[src/rtl/bcu_issue_arbiter.sv]
// Round-robin issue of ready branch requests to a single shared BCU, with a
// credit-protected result FIFO that hands BCU results to the ROB.
module bcu_issue_arbiter #(
    parameter int N_REQ      = 2,
    parameter int ROB_WIDTH  = 4,
    parameter int FIFO_DEPTH = 4
) (
    input  logic                       clk_in,
    input  logic                       rst_n_in,
    input  logic                       flush_input,
    input  logic [N_REQ-1:0]           req_valid,
    output logic [N_REQ-1:0]           req_ready,
    input  logic [3*N_REQ-1:0]         req_op,
    input  logic [32*N_REQ-1:0]        req_Vj,
    input  logic [32*N_REQ-1:0]        req_Vk,
    input  logic [ROB_WIDTH*N_REQ-1:0] req_dest,
    input  logic [32*N_REQ-1:0]        req_pc_fallthrough,
    input  logic [32*N_REQ-1:0]        req_pc_target,
    output logic [2:0]                 bcu_op,
    output logic [31:0]                bcu_Vj,
    output logic [31:0]                bcu_Vk,
    output logic [ROB_WIDTH-1:0]       bcu_dest,
    output logic [31:0]                bcu_pc_fallthrough,
    output logic [31:0]                bcu_pc_target,
    input  logic [ROB_WIDTH-1:0]       bcu_rob_id,
    input  logic                       bcu_taken,
    input  logic [31:0]                bcu_value,
    output logic                       rob_valid,
    input  logic                       rob_ready,
    output logic [ROB_WIDTH-1:0]       rob_id,
    output logic                       rob_taken,
    output logic [31:0]                rob_value
);

    localparam int PTR_W = (N_REQ > 1) ? $clog2(N_REQ) : 1;
    localparam int AW    = (FIFO_DEPTH > 1) ? $clog2(FIFO_DEPTH) : 1;
    localparam int CNT_W = $clog2(FIFO_DEPTH + 1);

    logic [PTR_W-1:0]     rr_ptr;
    logic [PTR_W-1:0]     grant_idx;
    logic                 grant_found;
    logic                 grant_valid;
    logic                 credit_ok;
    logic [N_REQ-1:0]     elig;
    logic [CNT_W:0]       occupancy;
    logic [CNT_W-1:0]     count;
    logic [AW-1:0]        wr_ptr;
    logic [AW-1:0]        rd_ptr;
    logic                 drop_q;
    logic                 push;
    logic                 pop;
    logic [2:0]           sel_op;
    logic [31:0]          sel_vj;
    logic [31:0]          sel_vk;
    logic [ROB_WIDTH-1:0] sel_dest;
    logic [31:0]          sel_fallthrough;
    logic [31:0]          sel_target;
    logic [ROB_WIDTH-1:0] fifo_id    [FIFO_DEPTH];
    logic                 fifo_taken [FIFO_DEPTH];
    logic [31:0]          fifo_value [FIFO_DEPTH];

    function automatic logic [AW-1:0] ptr_inc(input logic [AW-1:0] p);
        return (p == AW'(FIFO_DEPTH - 1)) ? '0 : p + AW'(1);
    endfunction

    // Scan rr_ptr+1, rr_ptr+2, ...; smaller distances are visited last so they win.
    always_comb begin
        elig        = '0;
        grant_found = 1'b0;
        grant_idx   = '0;
        for (int i = 0; i < N_REQ; i++) begin
            elig[i] = req_valid[i] && (req_dest[ROB_WIDTH*i +: ROB_WIDTH] != '0);
        end
        for (int k = N_REQ; k >= 1; k--) begin
            for (int i = 0; i < N_REQ; i++) begin
                if ((((int'(rr_ptr) + k) % N_REQ) == i) && elig[i]) begin
                    grant_found = 1'b1;
                    grant_idx   = PTR_W'(i);
                end
            end
        end
    end

    // Results already committed to arrive (in the BCU input or output stage) reserve FIFO slots.
    always_comb begin
        occupancy   = (CNT_W+1)'(count) + (CNT_W+1)'(bcu_dest != '0) + (CNT_W+1)'(bcu_rob_id != '0);
        credit_ok   = occupancy < (CNT_W+1)'(FIFO_DEPTH);
        grant_valid = grant_found && credit_ok && !flush_input;
        req_ready   = '0;
        for (int i = 0; i < N_REQ; i++) begin
            req_ready[i] = grant_valid && (grant_idx == PTR_W'(i));
        end
    end

    always_comb begin
        sel_op          = '0;
        sel_vj          = '0;
        sel_vk          = '0;
        sel_dest        = '0;
        sel_fallthrough = '0;
        sel_target      = '0;
        for (int i = 0; i < N_REQ; i++) begin
            if (grant_idx == PTR_W'(i)) begin
                sel_op          = req_op[3*i +: 3];
                sel_vj          = req_Vj[32*i +: 32];
                sel_vk          = req_Vk[32*i +: 32];
                sel_dest        = req_dest[ROB_WIDTH*i +: ROB_WIDTH];
                sel_fallthrough = req_pc_fallthrough[32*i +: 32];
                sel_target      = req_pc_target[32*i +: 32];
            end
        end
    end

    always_ff @(posedge clk_in or negedge rst_n_in) begin
        if (!rst_n_in) begin
            bcu_op             <= '0;
            bcu_Vj             <= '0;
            bcu_Vk             <= '0;
            bcu_dest           <= '0;
            bcu_pc_fallthrough <= '0;
            bcu_pc_target      <= '0;
            rr_ptr             <= PTR_W'(N_REQ - 1);
        end else if (grant_valid) begin
            bcu_op             <= sel_op;
            bcu_Vj             <= sel_vj;
            bcu_Vk             <= sel_vk;
            bcu_dest           <= sel_dest;
            bcu_pc_fallthrough <= sel_fallthrough;
            bcu_pc_target      <= sel_target;
            rr_ptr             <= grant_idx;
        end else begin
            bcu_op             <= '0;
            bcu_Vj             <= '0;
            bcu_Vk             <= '0;
            bcu_dest           <= '0;
            bcu_pc_fallthrough <= '0;
            bcu_pc_target      <= '0;
        end
    end

    // drop_q discards the single result the BCU sampled at the flush edge.
    assign push = (bcu_rob_id != '0) && !flush_input && !drop_q;
    assign pop  = rob_valid && rob_ready;

    always_ff @(posedge clk_in or negedge rst_n_in) begin
        if (!rst_n_in) begin
            count  <= '0;
            wr_ptr <= '0;
            rd_ptr <= '0;
            drop_q <= 1'b0;
        end else begin
            drop_q <= flush_input;
            if (flush_input) begin
                count  <= '0;
                wr_ptr <= '0;
                rd_ptr <= '0;
            end else begin
                if (push) wr_ptr <= ptr_inc(wr_ptr);
                if (pop)  rd_ptr <= ptr_inc(rd_ptr);
                if (push && !pop)      count <= count + CNT_W'(1);
                else if (!push && pop) count <= count - CNT_W'(1);
            end
        end
    end

    always_ff @(posedge clk_in) begin
        if (push) begin
            fifo_id[wr_ptr]    <= bcu_rob_id;
            fifo_taken[wr_ptr] <= bcu_taken;
            fifo_value[wr_ptr] <= bcu_value;
        end
    end

    always @(posedge clk_in) begin
        if (rst_n_in && push && !pop) begin
            assert (count != CNT_W'(FIFO_DEPTH));
        end
    end

    assign rob_valid = (count != '0);
    assign rob_id    = rob_valid ? fifo_id[rd_ptr]    : '0;
    assign rob_taken = rob_valid ? fifo_taken[rd_ptr] : 1'b0;
    assign rob_value = rob_valid ? fifo_value[rd_ptr] : '0;

endmodule

[config.mk]
export PLATFORM = sky130hd
export DESIGN_NAME = bcu_issue_arbiter
export DESIGN_NICKNAME = d
export VERILOG_FILES = /design/src/rtl/bcu_issue_arbiter.sv
export SDC_FILE = /design/constraint.sdc
export NUM_CORES = 1
export LEC_CHECK = 0
export ABC_AREA = 1
export CAP_MARGIN = 20
export CORE_AREA = 2 2 190 192
export DETAILED_ROUTE_END_ITERATION = 8
export DIE_AREA = 0 0 192 194
export GPL_TIMING_DRIVEN = 0
export PLACE_DENSITY = 0.68
export SYNTH_ARGS = -nofsm -noshare
export SYNTH_HDL_FRONTEND = slang
export SYNTH_SLANG_ARGS = --single-unit
export TNS_END_PERCENT = 50
[constraint.sdc]
create_clock -name clk_in -period 3.2 [get_ports clk_in]
set_input_delay 0.8 -clock clk_in [delete_from_list [all_inputs] [get_ports clk_in]]
set_output_delay 0.8 -clock clk_in [all_outputs]
set_load 0.005 [all_outputs]
; ---- Word-level counts from Yosys, hierarchy flattened
; Memories as Yosys holds them, arrays and structs flattened.
; Index checks and enable logic that the tools add are counted.
[totals]
ff_bits = 144
ram_bits = 148
in_bits = 313
out_inout_bits = 175
word_cells = 92
n_memories = 3
[op_classes]
addsub = 8
n_lt_le_gt_ge = 1
n_eq_ne = 4
n_mux = 33
bitwise = 3
n_reduce_logical = 29
[mem_list]
columns = name, words, word_bits, rd, rd_clocked_by_memory_dff, wr, line_no
row1 = fifo_value, 4, 32, 1, 0, 1, 60  ; logic [31:0] fifo_value [FIFO_DEPTH];
row2 = fifo_id, 4, 4, 1, 0, 1, 58  ; logic [ROB_WIDTH-1:0] fifo_id [FIFO_DEPTH];
row3 = fifo_taken, 4, 1, 1, 0, 1, 59  ; logic fifo_taken [FIFO_DEPTH];
[ops]
columns = cell, n
row1 = 32-bit 2-to-1 mux, 9
row2 = 32-bit logical NOT, 2
row3 = 4-bit nonzero test, 4
row4 = 1-bit logical AND, 15
row5 = 3-bit 2-to-1 mux, 5
row6 = 2-bit 2-to-1 mux, 6
row7 = 4-bit 2-to-1 mux, 3
row8 = 1-bit 2-to-1 mux, 10
row9 = "2-bit equality test, second input constant", 4
row10 = 3-bit nonzero test, 2
row11 = "2-bit by 1-bit adder with 2-bit output, second input constant", 2
row12 = 3-bit by 1-bit adder with 4-bit output, 1
row13 = 4-bit by 1-bit adder with 4-bit output, 1
row14 = 1-bit logical NOT, 4
row15 = "4-bit by 3-bit < comparator with 1-bit output, second input constant", 1
row16 = 2-bit nonzero test, 2
row17 = "3-bit by 1-bit adder with 3-bit output, second input constant", 1
row18 = "3-bit by 1-bit subtractor with 3-bit output, second input constant", 1
row19 = "1-bit adder, second input constant", 2
row20 = "1-bit AND, first input constant", 2
row21 = 1-bit inverter, 1

; ---- Longest topological paths before layout
; Gate-level depths: netlist (run 1).
[logic_depth]
ltp_word = 11
ltp_mapped = 12
ltp_nobuf = 10

; ---- Worst setup path before layout (run 1)
; Ideal clock, no wire load.
[synth_path]
path_type = input to register
startpoint = in flush_input
endpoint = mem fifo_id[0][0], enable pin
setup_ns = 0.431
arrival_ns = 2.739
required_ns = 2.769
path_slack_ns = 0.029
stages = 3
cell_sequence = nor2_1 nand2_1 nor2_1
[synth_between]
elab_chain_cells = 5
[synth_lines]
columns = item, line_no
row1 = from (decl), 10  ; input logic flush_input,
row2 = 1-bit logical NOT, 142  ; assign push = (bcu_rob_id != '0) && !flush_input && !drop_q;
row3 = 1-bit logical AND (2 in a row), 142
row4 = 1-bit 2-to-1 mux, 167  ; if (push) begin
row5 = 1-bit 2-to-1 mux (implied by the code), 168  ; fifo_id[wr_ptr] <= bcu_rob_id;
row6 = to (decl), 58
; No other way between the ends.

; ---- Worst setup path after layout (run 1)
[layout_path]
startpoint = reg rd_ptr[0]
endpoint = out rob_value[4]
[layout_between]
elab_chain_cells = 2
[layout_lines]
columns = item, line_no
row1 = from (decl), 48  ; logic [AW-1:0] rd_ptr;
row2 = from (signal assigned), 159  ; if (pop) rd_ptr <= ptr_inc(rd_ptr);
row3 = memory 4 x 32 bit, --
row4 = 32-bit 2-to-1 mux, 183  ; assign rob_value = rob_valid ? fifo_value[rd_ptr] : '0;
row5 = to (decl), 32  ; output logic [31:0] rob_value
; No other way between the ends.

==> results by group, run 1 <==
Critical path
  • Critical Path Fanout Max: 10
  • Worst path arrival time: 2310 ps
  • Critical path class: reg2out
  • Startpoint type of the worst setup path: register
  • Data required, critical path: 2400 ps
  • Critical Path Slowest Stage Cell: clkdlybuf4s50_1
  • Largest stage delay, worst path: 550 ps
  • Element type at the critical path end: output port
  • Crit-path cells: inv_2 > clkbuf_4 > buf_4 > o21ai_0 > a21oi_1 > clkdlybuf4s50_1

Logic synthesis
  • Syn nets: 1723
  • Seq/Total Area, Yosys: 63.09%
  • Synthesized area: 12760 µm²
  • Ys Warns: 0
  • Post-Syn Instances: 1403
  • Top post-synthesis cells by area: edfxtp_1 (35%), dfrtp_1 (28%), nand2_1 (13%), nand3_1 (5.6%), nor2_1 (4.9%)
  • Dominant cell type by area after synthesis: edfxtp_1
  • Unique masters post-synth: 23
  • Syn_area_per_cell: 9.094 µm²
  • Seq cells post-synth: 292
  • Synth top area share: 34.83%

Floorplan
  • Row count: 69
  • Die area: 37250 µm²
  • Die width: 192 µm
  • Io pins: 488
  • Initial core utilization: 36.22%
  • Core area: 35220 µm²
  • Die Span Y: 194 µm

Power and ir drop
  • VDD IR-drop max: 0.0004561 V
  • Leakage: 9.474 nW
  • Pwr dens: 687.3 nW/µm²

Route
  • Final WL: 47440 µm
  • DR vias/cell: 4.775
  • Initial drt markers: 683
  • DRC Markers: 0
  • First-pass DRT Iterations: 5
  • Final ANT Viol Nets: 0
  • Routed length per placed instance: 19.51 µm
  • DR vias: 11613

STA
  • Final hold violations: 0
  • Fmax: 321.7 MHz
  • RSZ-0062 raised after global routing: true
  • Final Max Slew Viols: 0
  • Final setup fails: 0
  • Fin crit share: 97.15%
  • Rel. slew slack: 60.63%
  • Least-Margin Pin Slew: 589.1 ps
  • Fin crit period: 3109 ps
  • Worst Skew: 11.54 ps
  • Setup TNS: 0 ps
  • Worst setup margin: 91.09 ps

Clock network
  • Clock-pin slew on the worst setup and hold paths: 60 ps
  • CTS tree: built
  • Clock buffer count from CTS: 35
  • H-tree depth: 2
  • Worst-Skew Late Latency: 520 ps
  • Hold Buf Count CTS: 0
  • Root Buffer: clkbuf_16
  • Clk sinks: 292
  • Clk buf depth: 3

Finish
  • Fill cell count: 3104
  • Core Util, Final: 55.86%
  • Most frequent cells in the layout: clkdlybuf4s50_1 (471), nand2_1 (434), nor2_1 (160)
  • Commonest non-fill, non-tap cell in the layout: clkdlybuf4s50_1
  • Area growth syn-to-layout: 54.23%
  • Ratio of cells with drive above 1 in the final layout: 8.100%
  • Fin nets: 2260

Global routing
  • GRT overflow: 0
  • Vias in the first global route: 11652
  • First-pass GRT wire length: 69560 µm
  • Initial antenna violation count: 8
  • Total GRT Usage: 25.01%
  • Largest net degree at the start of global routing: 93

Job
  • Max-Cap Viols: 0

Min path
  • Hold Path Class: in2async

Run status
  • Status: finished, final reports clean

Placed design
  • I/O Buffers: 487
  • Routability cong.: 0.9542
  • Pre-CTS WS: -954.4 ps
  • HPWL after DPL: 35500 µm
==> final timing paths <==
kind | startpoint | to | slack (ps) | depth (start not counted)
worst max-delay path | rd_ptr[0] | rob_value[4] | 90 | 6
worst min-delay path | rst_n_in | bcu_Vk[6] | 230 | 1
worst max register to register | drop_q | fifo_value[1][5] | 1180 | 4
worst min register to register | rr_ptr | rr_ptr | 480 | 2
max in group asynchronous | rst_n_in | bcu_Vj[22] | 2070 | 2
min in group clk_in | rr_ptr | rr_ptr | 480 | 2
==> report_power, final <==
group	internal [mW]	switching, mW
combinational	2.47	2.71
sequential	4.38	0.150
clock	2.24	1.58
==> cells in the mapped netlist <==
master / count
buf_1: 6
fa_1: 1
a21oi_1: 39
nor2_1: 166
buf_2: 43
clkbuf_1: 22
inv_2: 5
xnor2_1: 1
ha_1: 6
nor2_4: 1
nor3_1: 1
o21ai_0: 77
o21bai_1: 1
dfstp_2: 1
inv_1: 148
dfrtp_1: 143
nand3b_1: 1
edfxtp_1: 148
nand2_4: 1
nand2_1: 436
buf_6: 4
buf_4: 9
nand3_1: 143
==> kinds of logic (layout without fill, tap and decap cells) <==
family | Yosys count | after routing | synth area share, %
xor+xnor | 1 | 1 | 0.06866
other cells | 0 | 8 | 0
compound gates | 117 | 117 | 4.609
flops | 292 | 292 | 63.09
simple gates | 749 | 749 | 23.60
fa+ha+maj | 7 | 7 | 0.7453
buf+inv | 237 | 797 | 7.894
==> per-stage QoR <==
stage	hold slack, ps	cell area (µm²)	total power [mW]	cells
6_report	229.8	19680	13.52	2432
3_5_place_dp	465.3	18350	9.592	2356
2_1_floorplan	447.5	12760	6.710	1403
4_1_cts	237.5	19570	13.57	2419
5_1_grt	259.0	19670	14.27	2429
3_3_place_gp	459.6	18210	9.538	2351
==> cell type report <==
class | instances | area, µm² | area share [%]
multi-input combinational | 874 | 3755 | 19.08
inverter | 153 | 579.3 | 2.944
tap | 461 | 576.8 | 2.931
clock buffer | 44 | 929.6 | 4.724
antenna | 8 | 20.02 | 0.1017
buffer | 83 | 546.8 | 2.779
timing repair buffer | 501 | 5059 | 25.71
clock inverter | 16 | 161.4 | 0.8202
sequential | 292 | 8050 | 40.91
==> sequential cells by signal (all words and copies together) (netlist names), 3 cells and up <==
| name | flops |
|---|---|
| fifo_value | 128 |
| bcu_pc_target | 32 |
| fifo_id | 16 |
| bcu_dest | 4 |
| bcu_Vj | 32 |
| bcu_op | 3 |
| count | 3 |
| fifo_taken | 4 |
| bcu_pc_fallthrough | 32 |
| bcu_Vk | 32 |
==> per-layer routing <==
| metal | vias to the layer above | wire length (µm) | GRT usage (%) |
|---|---|---|---|
| li1 | 5515 | - | - |
| met1 | 5504 | 17730 | 28.66 |
| met2 | 509 | 23290 | 42.81 |
| met3 | 83 | 4977 | 9.557 |
| met4 | 2 | 1427 | 8.114 |
| met5 | - | 13 | 0 |
==> worst max-delay path, delay by kind of cell, from the launching register on <==
kind | cells | cell delay (ps)
buffers and inverters | 4 | 1040
DFF | 1 | 450
AOI/OAI and AO/OA | 2 | 300
==> what timing repair did <==
item,4_1_cts,5_1_grt
gates resized for setup,55,35
pin swaps,2,8
buffers inserted,4,5
endpoints found under the setup margin,39,35
No activity file was read; power rests on OpenSTA's default activity.
==> inputs of run 2 (changes only) <==
--- a/config.mk
+++ b/config.mk
@@ -12,6 +12,7 @@
 export DIE_AREA = 0 0 192 194
 export GPL_TIMING_DRIVEN = 0
 export PLACE_DENSITY = 0.68
+export SLEW_MARGIN = 20
 export SYNTH_ARGS = -nofsm -noshare
 export SYNTH_HDL_FRONTEND = slang
 export SYNTH_SLANG_ARGS = --single-unit
==> run 2 against run 1 <==
  * Sequential share of layout area hardly changed
  * Non-clock buffer count unchanged
  * Count of clock-buffer cells in the layout down 3
  * Worst hold slack worse by 32 ps
  * Fmax fell by 0.17%
  * Die area stayed put
  * Routed wire length decreased by 0.77%
  * Critical path depth stayed put
  * Register-to-register slack worse by 90 ps
  * Cell count is essentially flat
==> results by group, run 2 (synthesis gave the netlist of run 1 again) <==
Run status
  • Status: finished, final reports clean

Critical path
  • Critical Path Slowest Stage Cell: clkdlybuf4s50_1
  • Setup slack, reg-to-reg: 1090 ps
  • Critical path class: reg2out
  • Startpoint type of the worst setup path: register
  • Most used cell, CP: clkbuf_4
  • Worst r2r src: drop_q
  • Element type at the critical path end: output port
  • Buf/Inv on CP: 3
  • Cell depth of the worst setup path: 6
  • Reg2Reg Depth: 4
  • Critical Path Source: rd_ptr[1]
  • Critical Path Fanout Max: 10
  • Worst path arrival time: 2310 ps
  • RR Endpoint: fifo_value[2][8]
  • Crit path max-delay family: buffers and inverters
  • Largest stage delay, worst path: 550 ps
  • Data required, critical path: 2400 ps
  • Worst Setup EP: rob_value[19]
  • Crit-path cells: clkbuf_4 > clkbuf_4 > nor2_1 > o21ai_0 > a21oi_1 > clkdlybuf4s50_1

Route
  • DR vias: 11453
  • DR vias/cell: 4.705
  • DRC Markers: 0
  • Final ANT Viol Nets: 0
  • First-pass DRT Iterations: 6
  • Final WL: 47080 µm
  • Initial drt markers: 730
  • Routed length per placed instance: 19.34 µm

Finish
  • Fin nets: 2259
  • Biggest register: fifo_value
  • Final instance area: 19700 µm²
  • Multi-input gate area: 3757 µm²
  • Max reg flops: 128
  • Area growth syn-to-layout: 54.41%
  • Sequential Area: 8050 µm²
  • Commonest non-fill, non-tap cell in the layout: clkdlybuf4s50_1
  • Ratio of cells with drive above 1 in the final layout: 8.206%
  • Most frequent cells in the layout: clkdlybuf4s50_1 (472), nand2_1 (433), nor2_1 (160)
  • Fill cell count: 3091
  • Final instance count without filler cells: 2434

Power and ir drop
  • Total power: 13.37 mW
  • Leakage: 9.453 nW
  • Pwr dens: 678.5 nW/µm²
  • VDD IR-drop max: 0.0005396 V

Clock network
  • H-tree depth: 2
  • Worst-Skew Late Latency: 530 ps
  • Clk buf depth: 3
  • Clock-pin slew on the worst setup and hold paths: 60 ps
  • Hold Buf Count CTS: 0
  • CTS tree: built
  • Clk sinks: 292
  • Root Buffer: clkbuf_16
  • Clock buffer count from CTS: 34

STA
  • RSZ-0062 raised after global routing: false
  • Least-Margin Pin Slew: 745.2 ps
  • Fin crit share: 97.32%
  • Worst Skew: 16.67 ps
  • Final hold violations: 0
  • Fin crit period: 3114 ps
  • Fmax: 321.1 MHz
  • Final Max Slew Viols: 0
  • Rel. slew slack: 50.20%
  • Final setup fails: 0

Placed design
  • Dpl cell area: 18430 µm²
  • Routability cong.: 0.9542
  • Placed Cells incl. Taps: 2358
  • I/O Buffers: 487
  • HPWL after DPL: 35870 µm

Floorplan
  • Die Span Y: 194 µm
  • Io pins: 488
  • Die area: 37250 µm²
  • Initial core utilization: 36.22%
  • Row count: 69
  • Core area: 35220 µm²
  • Die width: 192 µm

Global routing
  • Largest net degree at the start of global routing: 93
  • Initial antenna violation count: 13
  • Total GRT Usage: 24.88%
  • GRT overflow: 0
  • Vias in the first global route: 11514
  • First-pass GRT wire length: 68920 µm

Min path
  • Hold Path Class: in2async

Job
  • Max-Cap Viols: 0
## run 2: cell types whose count changed in the layout (fill, tap and decap cells not counted), sizes merged
cell,delta
buf,+3
bufinv,-1
clkbuf,-6
clkdlybuf4s50,+1
clkinv,+4
diode,+3
dlygate4sd2,+1
dlymetal6s2s,-2
inv,-1
## run 2: area by class of cell
class	instances	share of cell area [%]
inverters	153	2.941
clock buffers	41	4.554
diodes	11	0.1397
well taps	461	2.928
clock inverters	18	0.7876
plain buffers	83	2.731
repair buffers	501	25.98
multi-input cells	874	19.07
flip-flops and latches	292	40.86
## run 2: power by group
part           switching [mW]  internal (mW)  total [mW]
sequential              0.147           4.37        4.52
combinational            2.71           2.47        5.18
clock                    1.56           2.11        3.67
## run 2: through the flow
step                      TNS (ps)  worst slack [ps]  util, %  hold WS, ps
after floorplan                  0             29.35        -        447.5
after global placement     -979590             -4933    51.70        459.6
after detailed placement     -2446            -942.6    52.32        466.0
after CTS                   -1.184            -1.184    55.58        192.2
after global routing             0            0.5900    55.90        215.7
final                            0             85.85    55.93        197.5
## run 2: timing repair
| item | 4_1_cts | 5_1_grt |
|---|---|---|
| setup buffers | 3 | 4 |
| gates resized for setup | 54 | 37 |
| setup endpoints to repair | 39 | 37 |
| pin swaps | 2 | 8 |
## run 2: metal layers
layer	GRT usage, %	vias up	wire (µm)
li1	-	5529	-
met1	27.87	5345	16990
met2	41.37	478	22850
met3	10.95	97	5434
met4	9.924	4	1778
met5	0	-	27
## run 2: how the worst min path moves through the flow
stage / slack (ps) / startpoint / depth (start not counted) / end
finish: 200 / rst_n_in / 1 / bcu_Vk[6]
global route: 220 / rst_n_in / 1 / bcu_Vk[6]
CTS: 190 / rst_n_in / 1 / bcu_Vk[0]
detailed placement: 470 / rr_ptr / 2 / rr_ptr
global placement: 460 / rr_ptr / 2 / rr_ptr
floorplan: 450 / rr_ptr / 2 / rr_ptr
==> inputs of run 3 (changes only) <==
--- a/config.mk
+++ b/config.mk
@@ -11,6 +11,7 @@
 export DETAILED_ROUTE_END_ITERATION = 8
 export DIE_AREA = 0 0 192 194
 export GPL_TIMING_DRIVEN = 0
+export MAX_ROUTING_LAYER = met4
 export PLACE_DENSITY = 0.68
 export SLEW_MARGIN = 20
 export SYNTH_ARGS = -nofsm -noshare
==> run 3 against run 2 <==
  * Clock power is 7.4% higher
  * Utilization is 0.19 points higher
  * Die area stayed put
  * Fmax is 0.29% higher
  * Routed wire length is 0.15% higher
  * Largest cell class unchanged
==> results by group, run 3 (synthesis gave the netlist of run 1 again) <==
Power and ir drop
  • Pwr dens: 690.6 nW/µm²
  • P_sw: 4.481 mW
  • Sequential power share: 33.1%
  • Leakage: 9.486 nW
  • VDD IR-drop max: 0.0004712 V
  • Int Power: 9.169 mW
  • Switching Share: 32.83%
  • Combinational share of power: 38.0%
  • Clock Power Share: 28.9%

Route
  • Routed length per placed instance: 19.36 µm
  • Final ANT Viol Nets: 0
  • DR vias: 11495
  • First-pass DRT Iterations: 5
  • DRC Markers: 0
  • Final WL: 47150 µm
  • DR vias/cell: 4.721
  • Initial drt markers: 601

Finish
  • Ratio of cells with drive above 1 in the final layout: 8.147%
  • Biggest register: fifo_value
  • Commonest non-fill, non-tap cell in the layout: clkdlybuf4s50_1
  • Fin nets: 2257
  • Max reg flops: 128
  • Core Util, Final: 56.12%
  • Most frequent cells in the layout: clkdlybuf4s50_1 (472), nand2_1 (434), nor2_1 (159)
  • Final instance area: 19770 µm²
  • Area growth syn-to-layout: 54.93%

Critical path
  • Data required, critical path: 2400 ps
  • Reg2Reg Depth: 4
  • RR Endpoint: fifo_value[3][8]
  • Worst path arrival time: 2310 ps
  • Setup slack, reg-to-reg: 1080 ps
  • Critical Path Fanout Max: 5
  • Critical path class: in2out
  • Worst r2r src: drop_q
  • Startpoint type of the worst setup path: input port
  • Element type at the critical path end: output port

STA
  • Fin crit period: 3105 ps
  • Least-Margin Pin Slew: 743.1 ps
  • Worst Skew: 21.07 ps
  • Rel. slew slack: 50.34%
  • Worst setup margin: 94.84 ps
  • Fmax: 322.0 MHz
  • RSZ-0062 raised after global routing: true
  • Final setup fails: 0
  • Final Max Slew Viols: 0
  • Fin crit share: 97.04%
  • Final hold violations: 0

Min path
  • Hold Path Class: in2async

Clock network
  • CTS tree: built
  • Clock-pin slew on the worst setup and hold paths: 60 ps
  • Clk buf depth: 3
  • Hold Buf Count CTS: 0
  • Clk sinks: 292
  • H-tree depth: 2
  • Root Buffer: clkbuf_16
  • Worst-Skew Late Latency: 520 ps
  • Clock buffer count from CTS: 35

Floorplan
  • Initial core utilization: 36.22%
  • Row count: 69
  • Die Span Y: 194 µm
  • Die area: 37250 µm²
  • Core area: 35220 µm²
  • Io pins: 488
  • Die width: 192 µm

Placed design
  • Pre-CTS WS: -942.4 ps
  • HPWL after DPL: 35880 µm
  • Dpl cell area: 18410 µm²
  • I/O Buffers: 487
  • Routability cong.: 0.9722

Global routing
  • Vias in the first global route: 11717
  • Largest net degree at the start of global routing: 90
  • GRT overflow: 0
  • Total GRT Usage: 25.81%
  • First-pass GRT wire length: 69840 µm
  • Initial antenna violation count: 10

Run status
  • Status: finished, final reports clean

Job
  • Max-Cap Viols: 0
## run 3: cell types whose count changed in the layout (fill, tap and decap cells not counted), sizes merged
cell          delta
bufinv           +2
clkbuf           +6
dlymetal6s2s     +1
inv              +2
dlygate4sd2      -1
clkinvlp         +2
clkinv           -4
buf              -6
diode            -1
## run 3: final cells by class
| cell class | count | area (µm²) |
|---|---|---|
| Sequential cell | 292 | 8050 |
| Clock buffer | 44 | 919.6 |
| Tap cell | 461 | 576.8 |
| Fill cell | 3157 | 15460 |
| Inverter | 153 | 579.3 |
| Timing Repair Buffer | 498 | 5087 |
| Antenna cell | 10 | 25.02 |
| Buffer | 83 | 555.5 |
| Clock inverter | 20 | 215.2 |
| Multi-Input combinational cell | 874 | 3757 |
## run 3: worst max-delay path, cell delays in order
cell           delay (ps)
dlygate4sd2_1         280
nor2_2                170
nand2_2                80
ha_1                  270
nand2_1                70
nand2_1                60
nand2_2                70
inv_1                  60
nor2_4                110
buf_8                 100
nand2_1                50
inv_1                  50
buf_2                 130
## run 3: worst max path at each step
stage / from / to / slack [ps]
3_3_place_gp: rst_n_in / bcu_Vj[1] / -4890
6_report: bcu_rob_id[0] / req_ready[1] / 90
3_5_place_dp: bcu_rob_id[1] / req_ready[1] / -940
2_1_floorplan: flush_input / fifo_id[0][0] / 30
5_1_grt: rd_ptr[0] / rob_id[2] / -20
4_1_cts: rd_ptr[1] / rob_value[19] / 10
## run 3: metrics by stage
stage               cells  power (mW)  hold slack [ps]  setup TNS, ps
global route         2435       14.40            217.1         -28.74
floorplan            1403       6.710            447.5              0
finish               2435       13.65            190.3              0
global placement     2351       9.539            460.2        -976080
CTS                  2423       13.71            203.0              0
detailed placement   2357       9.607            469.3          -2063
## run 3: what timing repair did
action	CTS	global route
resized for setup	58	34
setup buffers	3	2
pin swaps	3	9
setup endpoints to repair	39	34
## run 3: layer usage
metal  GRT usage [%]  part of all wire, %
met5               -                    0
met4           7.973                  2.8
met3           8.742                  9.1
met2           42.25                   49
met1           29.88                   39
## run 3: power groups by stage
stage | Combinational (mW) | Sequential [mW] | Clock [mW]
floorplan | 2.09 | 4.62 | 0
global placement | 4.96 | 4.58 | 0
detailed placement | 5.02 | 4.59 | 0
CTS | 5.18 | 4.52 | 4.01
global route | 5.68 | 4.56 | 4.15
finish | 5.19 | 4.52 | 3.94
==> edit, RTL diff (config.mk and constraints of run 3) <==
The parameter `N_REQ` goes from 2 to 1.
--- a/src/rtl/bcu_issue_arbiter.sv
+++ b/src/rtl/bcu_issue_arbiter.sv
@@ -1,7 +1,7 @@
 // Round-robin issue of ready branch requests to a single shared BCU, with a
 // credit-protected result FIFO that hands BCU results to the ROB.
 module bcu_issue_arbiter #(
-    parameter int N_REQ      = 2,
+    parameter int N_REQ      = 1,
     parameter int ROB_WIDTH  = 4,
     parameter int FIFO_DEPTH = 4
 ) (
Interface: changed (8 resized); port bits go from 488 to 351. The function was not compared with the original's and may differ.
==> edit against run 3 <==
Synthesized area down 15%; combinational power shrank 45%; largest cell class unchanged; critical path type is now reg2out; die area did not move; cell area is 17% lower; non-clock buffer count down 178; critical endpoint is now rob_value[1]; largest power group is now registers; final cell count down 26%; wire length down 32%; synthesized cell count is 33% lower; worst setup slack worse by 31 ps; power is 22% lower; maximum frequency is 0.99% lower; sequential cell count is 1 lower.
==> edit: results (changes against run 3) <==
stage,metric,value,unit,change
yosys,Post-Synthesis Cells,934,,-33%
detailed_routing,via count,7766,,-32%
timing,Worst Clk Skew,10.66,ps,-10.41 ps
detailed_routing,drt first pass iters,4,,-1
place,number of port buffers,350,,-28%
worst_setup_path,crit path DAT,2340,ps,+30 ps
cells_and_area,max FFs per register,128,,unchanged
grt,Total GRT Usage,17.62,%,-8.2 points
detailed_routing,DR iter-0 viols,293,,-51%
timing,Worst Max-Slew Pin Slew,783.0,ps,+39.85 ps
worst_setup_path,critical path peak fanout,10,,+5
cells_and_area,Fillers,3209,,+1.6%
place,placed cells,1752,,-26%
yosys,"Seq/Total Area, Yosys",74.02,%,+11 points
grt,initial antenna violation count,2,,-8
power_and_ir_drop,Pleak,0.007228,uW,-24%
detailed_routing,drt via density,4.281,,-9.3%
outcome,status,"complete, no violations",,
min_path,HP Class,in2async,,
cells_and_area,fraction of layout cells with a size suffix above 1,11.77,%,+3.6 points
yosys,"top cells by count, synth","nor2_1, inv_1, edfxtp_1",,
clocking,"Clk Latency, worst-skew pair",550,ps,+30 ps
place,placed wire-length estimate,23250,um,-35%
yosys,YS warnings,0,,unchanged
cells_and_area,Layout Nets,1513,,-33%
clocking,Root Buffer,clkbuf_16,,
yosys,distinct cell type count after synthesis,24,,+4.3%
cells_and_area,Largest Register,fifo_value,,
yosys,Syn Nets,1118,,-35%
yosys,fraction of registers with async set/reset,49.14,%,-0.17 points
place,Routability Congestion,0.8664,,-11%
clocking,"CTS clk-pin slew, worst paths",60,ps,about the same
clocking,cts bufs inserted,31,,-11%
grt,number of global-route vias before repair,8180,,-30%
power_and_ir_drop,VDD IR max,425.4,uV,-9.7%
clocking,clk buf depth,3,,unchanged
place,DP Worst Slack,-973.6,ps,-31.19 ps
yosys,Synth area leaders,"edfxtp_1, dfrtp_1, nor2_1",,
clocking,H-tree Lvls,1,,-1
detailed_routing,routed len/inst,17.71,um,-8.5%
grt,first-pass GRT wire length,47590,um,-32%
grt,largest net degree at the start of global routing,86,,-4.4%
[edit: changes by cell type after synthesis, moves of 3 or more]
cell      before  now
nand4_1        0    3
clkbuf_1      22   16
inv_2          5    2
buf_2         43   16
nor2_2         0   38
nor2_1       166  258
nand3_1      143    8
nand2_1      436   15
buf_4          9    0
[edit: metal layers]
layer	vias up	global-route usage [%]	routed length, um
met5	-	-	0
met4	0	5.287	873
met3	57	6.443	3368
met2	294	30.55	16620
met1	3690	18.64	11260
li1	3725	-	-
[edit: power by group]
group	internal (uW)	total [uW]	switching (uW)
clock network	2090	3540	1450
registers	4180	4270	87.9
logic	1430	2860	1430
[edit: per-stage QoR]
stage | total power (uW) | area, um2 | utilization, % | setup TNS, ps
2_1_floorplan | 5407 | 10840 | - | 0
3_3_place_gp | 7052 | 14920 | 42.35 | -924560
3_5_place_dp | 7098 | 15130 | 42.94 | -1505
4_1_cts | 10780 | 16270 | 46.20 | -29.91
5_1_grt | 11210 | 16380 | 46.50 | -134.1
6_report | 10670 | 16380 | 46.50 | 0
[edit: kinds of logic after synthesis]
group	after synthesis	share of synthesized area, %
simple gates	324	12.30
flops	291	74.02
buf+inv	193	7.239
compound gates	118	5.484
fa+ha+maj	7	0.8774
xor+xnor	1	0.08083
[edit: final cells by class]
| type | instances | area, um2 | area share, % |
|---|---|---|---|
| multi-input combinational | 450 | 2097 | 12.80 |
| timing repair buffer | 362 | 3720 | 22.71 |
| tap | 461 | 576.8 | 3.521 |
| clock buffer | 45 | 893.4 | 5.454 |
| buffer | 41 | 376.6 | 2.299 |
| inverter | 152 | 575.6 | 3.514 |
| sequential | 291 | 8024 | 48.99 |
| antenna | 2 | 5.005 | 0.03056 |
| clock inverter | 10 | 111.4 | 0.6799 |
[edit: worst max-delay path: stages, from the launching register on]
cell and delay (ps):
dfrtp_2 480, inv_2 100, clkbuf_8 180, clkbuf_8 180
o21ai_0 110, a21oi_2 200, clkdlybuf4s50_1 530
[edit: repair_timing]
action,CTS,global route
hold buffers,0,0
gates resized for setup,80,34
hold endpoints to repair,0,0
setup endpoints to repair,38,31
pin swaps,8,11
setup buffers,2,3
[edit: path summary, 6_finish.rpt]
path | start | to | slack [ps] | cells after the start
setup reg to reg | drop_q$_DFF_PN0_ | fifo_value[1][28]$_DFFE_PP_ | 1090 | 4
min in group clk_in | bcu_rob_id[3] | fifo_id[2][3]$_DFFE_PP_ | 510 | 1
hold reg to reg | drop_q$_DFF_PN0_ | wr_ptr[1]$_DFFE_PN0P_ | 540 | 3
setup / recovery | rd_ptr[0]$_DFFE_PN0P_ | rob_value[1] | 60 | 6
hold / removal | rst_n_in | bcu_Vk[4]$_DFF_PN0_ | 180 | 1
max in group asynchronous | rst_n_in | bcu_Vj[4]$_DFF_PN0_ | 2240 | 2
